[config.mk]
export PLATFORM = sky130hd
export DESIGN_NAME = branch_predict_unit
export DESIGN_NICKNAME = d
export VERILOG_FILES = /design/src/rtl/branch_predict_unit.sv
export SDC_FILE = /design/constraint.sdc
export NUM_CORES = 1
export LEC_CHECK = 0
export CORE_MARGIN = 1.5
export CORE_UTILIZATION = 25
export DETAILED_ROUTE_END_ITERATION = 6
export PLACE_DENSITY_LB_ADDON = 0.1
export SLEW_MARGIN = 20
export SYNTH_ARGS = -nofsm -noshare
export SYNTH_HDL_FRONTEND = slang
export SYNTH_SLANG_ARGS = --single-unit
[constraint.sdc]
create_clock -name clk -period 5.7 [get_ports clk]
set_input_delay 0.855 -clock clk [delete_from_list [all_inputs] [get_ports clk]]
set_output_delay 0.855 -clock clk [all_outputs]
set_load 0.1 [all_outputs]
[src/rtl/branch_predict_unit.sv]
// Bimodal branch predictor: direct-mapped saturating counters, branch-condition resolve and mispredict flag.
// Optional statistics counters are enabled by defining BPU_STATS_EN.
module branch_predict_unit #(
  parameter int unsigned XLEN      = 32,
  parameter int unsigned BHT_DEPTH = 64,
  parameter int unsigned CTR_BITS  = 2
) (
  input  logic            clk,
  input  logic            rst,
  input  logic [XLEN-1:0] lu_pc,
  output logic            pred_taken,
  input  logic            rs_valid,
  input  logic            rs_branch,
  input  logic [XLEN-1:0] rs_pc,
  input  logic [2:0]      rs_funct3,
  input  logic            rs_zf,
  input  logic            rs_cf,
  input  logic            rs_sf,
  input  logic            rs_vf,
  input  logic            rs_pred,
  output logic            rs_taken,
  output logic            mispredict,
  output logic            bad_funct3,
  output logic [31:0]     br_cnt,
  output logic [31:0]     mp_cnt
);

  localparam int unsigned IDX_W = $clog2(BHT_DEPTH);
  localparam logic [CTR_BITS-1:0] CTR_WNT = {1'b0, {(CTR_BITS-1){1'b1}}};
  localparam logic [CTR_BITS-1:0] CTR_MAX = '1;

  logic [CTR_BITS-1:0] bht_q [BHT_DEPTH];
  logic [IDX_W-1:0]    lu_idx;
  logic [IDX_W-1:0]    rs_idx;
  logic [CTR_BITS-1:0] rs_ctr;
  logic [CTR_BITS-1:0] ctr_d;
  logic                cond;
  logic                upd;
  logic                illegal;
  logic                mispredict_q;
  logic                bad_funct3_q;
  logic                unused_pc_bits;

  assign lu_idx  = lu_pc[IDX_W+1:2];
  assign rs_idx  = rs_pc[IDX_W+1:2];
  assign unused_pc_bits = ^{lu_pc, rs_pc};

  // Read is purely combinational, so a same-cycle write to this entry shows up next cycle.
  assign pred_taken = bht_q[lu_idx][CTR_BITS-1];
  assign rs_ctr     = bht_q[rs_idx];

  always_comb begin
    cond = 1'b0;
    case (rs_funct3)
      3'b000:  cond = rs_zf;
      3'b001:  cond = ~rs_zf;
      3'b100:  cond = rs_sf ^ rs_vf;
      3'b101:  cond = ~(rs_sf ^ rs_vf);
      3'b110:  cond = ~rs_cf;
      3'b111:  cond = rs_cf;
      default: cond = 1'b0;
    endcase
  end

  assign upd      = rs_valid & rs_branch;
  assign rs_taken = cond & upd;
  assign illegal  = (rs_funct3 == 3'b010) | (rs_funct3 == 3'b011);

  always_comb begin
    ctr_d = rs_ctr;
    if (rs_taken) begin
      if (rs_ctr != CTR_MAX) ctr_d = rs_ctr + CTR_BITS'(1);
    end else if (rs_ctr != '0) begin
      ctr_d = rs_ctr - CTR_BITS'(1);
    end
  end

  always_ff @(posedge clk or posedge rst) begin
    if (rst) begin
      for (int unsigned i = 0; i < BHT_DEPTH; i++) bht_q[i] <= CTR_WNT;
    end else if (upd) begin
      bht_q[rs_idx] <= ctr_d;
    end
  end

  always_ff @(posedge clk or posedge rst) begin
    if (rst) begin
      mispredict_q <= 1'b0;
      bad_funct3_q <= 1'b0;
    end else begin
      mispredict_q <= upd & (rs_taken != rs_pred);
      bad_funct3_q <= upd & illegal;
    end
  end

  assign mispredict = mispredict_q;
  assign bad_funct3 = bad_funct3_q;

`ifdef BPU_STATS_EN
  logic [31:0] br_cnt_q;
  logic [31:0] mp_cnt_q;

  always_ff @(posedge clk or posedge rst) begin
    if (rst) begin
      br_cnt_q <= '0;
      mp_cnt_q <= '0;
    end else if (upd) begin
      if (br_cnt_q != '1) br_cnt_q <= br_cnt_q + 32'd1;
      if ((rs_taken != rs_pred) && (mp_cnt_q != '1)) mp_cnt_q <= mp_cnt_q + 32'd1;
    end
  end

  assign br_cnt = br_cnt_q;
  assign mp_cnt = mp_cnt_q;
`else
  assign br_cnt = '0;
  assign mp_cnt = '0;
`endif

endmodule

Yosys cells after proc, flatten, opt, wreduce, memory -nomap -nowiden
Cells that the tools add are included.
- output and inout bits: 68
- logic and storage cells: 107
- register bits after elaboration: 130
- bitwise logic cells: 11
- multiplexer cells: 13
- $lt $le $gt $ge: 3
- $add $sub $neg: 2
- reduce and logical (&&, ||, !) cells: 3
- equality and inequality tests: 9
- operator list (operator ; count):
    $bwmux W128 ; 1
    $bmux W2 S6 ; 2
    $mux W2 ; 8
    $ge A7 B7 Y1 const B ; 2
    $not A6 Y7 ; 2
    $demux W2 S6 ; 1
    $eq A3 B3 Y1 const B ; 4
    $lt A7 B1 Y1 const B ; 1
    $eq A3 B2 Y1 const B ; 2
    $pmux W1 S6 ; 1
    $and A1 B1 Y1 ; 4
    $eq A3 B1 Y1 const B ; 1
    $logic_not A3 Y1 ; 1
    $not A1 Y1 ; 3
    $add A2 B1 Y2 const B ; 1
    $ne A2 B2 Y1 const B ; 1
    $reduce_bool A2 Y1 ; 1
    $sub A2 B1 Y2 const B ; 1
    $logic_and A1 B1 Y1 ; 1
    $ne A1 B1 Y1 ; 1
    $or A1 B1 Y1 ; 1
    $xor A1 B1 Y1 ; 1

Depth between registers and ports, before layout
- depth after elaboration: 8
- gate-level depth with buffers: 12
- depth with buffers taken out: 7

Worst setup path before layout
Ideal clock, no wire load.
- path kind: input to output
- start point: input lu_pc[2]
- end point: output pred_taken
- data required time: 4.845 ns
- data arrival time: 3.542 ns
- stages on the path: 5
- setup slack: 1.303 ns
- buffers on the path: 2
- path through: clkbuf_1 -> buf_1 -> mux4_2 -> mux4_2 -> mux4_2
- cells in the longest elaborated chain, start to end: 4
- ends and longest elaborated chain (what ; line ; RTL):
    start: declaration ; 10 ; input logic [XLEN-1:0] lu_pc,
    $not A6 Y7 (not written as such) ; 49 ; assign pred_taken = bht_q[lu_idx][CTR_BITS-1];
    $bmux W2 S6 ; 49 ;
    $mux W2 (not written as such) (2 in a row) ; 49 ;
    end: declaration ; 11 ; output logic pred_taken,
No other way between the ends. The select of a mux whose other input is x is not followed.

Final worst setup path
- start point: input lu_pc[3]
- end point: output pred_taken
The elaborated chain is that of the path after synthesis.

==> results.md <==
- Run status: finished, final reports clean
- EDFF count, synth: 0
- Die ar.: about 31000 µm²
- WS Path Type: input port to output port
- Vias in the first global route: 5700
- Worst setup SP type: input port
- Crit end category: output port
- Root Buffer: clkbuf_16
- Dominant synthesized flop cell: dfrtp_1
- Final period util: 0.792
- Yosys cell types: 57
- Bufs and invs on worst path: 2
- Setup bufs post-CTS: 0
- Final Skew: 12.4 ps
- Cts bufs inserted: 17
- Largest net degree at the start of global routing: 100
- Syn Std Cell Area: 7500 µm²
- Final GP Congestion: ~0.75
- Die X: between 150 and 200 µm
- Io pins: 144
- WP data arrival: roughly 3700 ps
- Total Neg Setup Slack: 0 ps
- F_max: around 220 MHz
- Final setup viols: 0
- Fill count: roughly 3100
- Global-route wire length before repair: approximately 37000 µm
- Initial antenna violation count: 0
- TritonCTS clock tree: built
- VDD IR max: 158 µV
- FFs w/ async S/R, synth: 1.00
- Slew margin rel.: 0.233
- Clk buf depth: 2
- GR Overflow Total: 0
- Synthesis-stage register bit count: 130
- Post-Syn Area per Cell: between 9 and 10 µm²
- R2r setup slk: 2600 ps
- Post-DP HPWL: about 16000 µm
- Remaining antenna violation count: 0
- Yosys warns: 0
- Slowest CP cell: clkdlybuf4s50_1
- Core ar.: approximately 30000 µm²
- Crit path time final: about 4500 ps
- Die Y: about 180 µm
- Worst Tran Pin Value: between 1000 and 1500 ps
- Post-Syn Instances: approximately 800
- First DRT Iteration DRCs: ~330
- Site Rows: 63
- Vias per cell: roughly 4.9
- Max cap viols: 0
- Vias: about 5900
- WL final: ~24000 µm
- Worst skew pair latency: roughly 420 ps
- Mean routed wirelength per cell: between 20 and 25 µm
- CTS Sinks: 130
- Initial Util: 0.254
- Fin. max-slew vios: 0
- Port Buffers: 27
- Critical path fanouts, max: 16
- H-tree levels: 4
- Commonest cells after routing, fill and taps aside: nand2_1, nor2_1, a21oi_1, dfrtp_1
- # DRC: 0
- GRT Total Usage: 0.163
- Post-cts sizing count: 0
- RSZ-0062 raised after global routing: false
- Power Total: approximately 2.8 mW
- Layout Area Growth over Synthesis: 13.8%
- HP Class: flop to flop
- Final hold violation count: 0
- Worst-path clk slew: approximately 60 ps
- CP top delay family: multiplexers
- CTS Hold Bufs: 0
- Commonest non-fill, non-tap cell in the layout: nand2_1
- N_diodes: 0
- # nets final: between 800 and 900
- PwrDens: ~330 nW/µm²
- Req. time, crit path: just under 5000 ps
- Share of layout cells above drive strength 1: 0.224
- Static Leak: around 3.2 nW
- Critical path cell sequence: clkdlybuf4s50_1, mux4_2, mux4_2, mux4_2, buf_4
- Post-synthesis sequential area ratio: 0.444
- Most used cell, CP: mux4_2
- Pre-antenna DRT Iters: 5
- Max incr delay on CP: 1120 ps
[kinds of logic (layout without fill, tap and decap cells)]
group | Yosys count | after routing | synth area share
fa+ha+maj | 2 | 2 | 0.00284
compound gates | 234 | 234 | 0.196
other cells | 1 | 64 | 0.000500
flops | 130 | 130 | 0.444
xor+xnor | 4 | 4 | 0.00467
mux | 49 | 49 | 0.117
simple gates | 234 | 234 | 0.132
buf+inv | 129 | 88 | 0.103
[layout make-up]
cell class | instances | area (µm²) | area share
Multi-Input combinational cell | 587 | 3650 | 0.428
Clock buffer | 17 | 425 | 0.0498
Sequential cell | 130 | 3330 | 0.391
Tap cell | 390 | 488 | 0.0572
Clock inverter | 15 | 159 | 0.0186
Timing Repair Buffer | 50 | 450 | 0.0528
Inverter | 6 | 27.5 | 0.00322
[routing by layer]
| layer | global-route usage | vias to the layer above | wire (µm) |
|---|---|---|---|
| met1 | 0.223 | 2971 | 11300 |
| met4 | 0.0456 | 0 | 301 |
| met3 | 0.0241 | 20 | 878 |
| met5 | 0 | - | 0 |
| met2 | 0.266 | 184 | 11800 |
| li1 | - | 2736 | - |
[synth_stat cells (all sizes together) (2+ instances only)]
| cell type | n | share of area |
|---|---|---|
| a22o | 4 | 0.0047 |
| mux4 | 30 | 0.090 |
| nor2 | 77 | 0.039 |
| o21ai | 68 | 0.045 |
| nor3 | 3 | 0.0020 |
| mux2 | 9 | 0.014 |
| xnor2 | 2 | 0.0023 |
| nand2b | 3 | 0.0025 |
| a221oi | 22 | 0.026 |
| a22oi | 7 | 0.0070 |
| o31ai | 14 | 0.021 |
| a21oi | 66 | 0.044 |
| maj3 | 2 | 0.0028 |
| nor2b | 6 | 0.0050 |
| and3b | 3 | 0.0035 |
| mux2i | 10 | 0.013 |
| buf | 93 | 0.085 |
| and3 | 3 | 0.0025 |
| nor3b | 2 | 0.0020 |
| o2bb2ai | 2 | 0.0023 |
| clkbuf | 30 | 0.015 |
| inv | 6 | 0.0030 |
| nand2 | 115 | 0.058 |
| and2 | 4 | 0.0033 |
| o221ai | 2 | 0.0023 |
| nand3 | 8 | 0.0053 |
| dfrtp | 66 | 0.22 |
| a211oi | 2 | 0.0020 |
| a31oi | 35 | 0.029 |
| dfstp | 64 | 0.22 |
| nand3b | 2 | 0.0020 |
| xor2 | 2 | 0.0023 |
| o22ai | 6 | 0.0050 |
[registers in the layout, summed over array words and instances (netlist names)]
signal / flops
bad_funct3: 1
bht_q: 128
mispredict: 1
[tightest hold or removal path: cells and delay by family, from the launching register on]
kind | cells | cell delay [ps]
flip-flops | 1 | 370
AO/OA/AOI/OAI | 1 | 50
AND/OR/NAND/NOR | 1 | 40
[where the power goes]
group / switching [mW] / total, mW / internal [mW]
Sequential: 0.0654 / 1.09 / 1.03
Combinational: 0.430 / 0.597 / 0.167
Clock: 0.451 / 1.10 / 0.648
[final timing paths]
check | start | endpoint | depth (start not counted)
max | lu_pc[3] | pred_taken | 5
min | bht_q[62]$_DFFE_PP1P_ | bht_q[62]$_DFFE_PP1P_ | 2
max reg2reg | bht_q[7]$_DFFE_PP0P_ | bht_q[14]$_DFFE_PP1P_ | 8
min reg2reg | bht_q[62]$_DFFE_PP1P_ | bht_q[62]$_DFFE_PP1P_ | 2
max in group asynchronous | rst | bht_q[120]$_DFFE_PP1P_ | 3
min in group asynchronous | rst | mispredict$_DFF_PP0_ | 2
[metrics by stage]
stage               std cells  worst slack, ps  instance area (µm²)   util  hold WS, ps
detailed placement       1163             1170                 7950  0.269          453
global route             1195             1140                 8540  0.289          474
finish                   1195             1180                 8540  0.289          460
floorplan                 846             1300                 7740      -          440
global placement         1163             1180                 7950  0.269          449
CTS                      1195             1160                 8540  0.289          462
No activity file was read; power rests on OpenSTA's default activity.
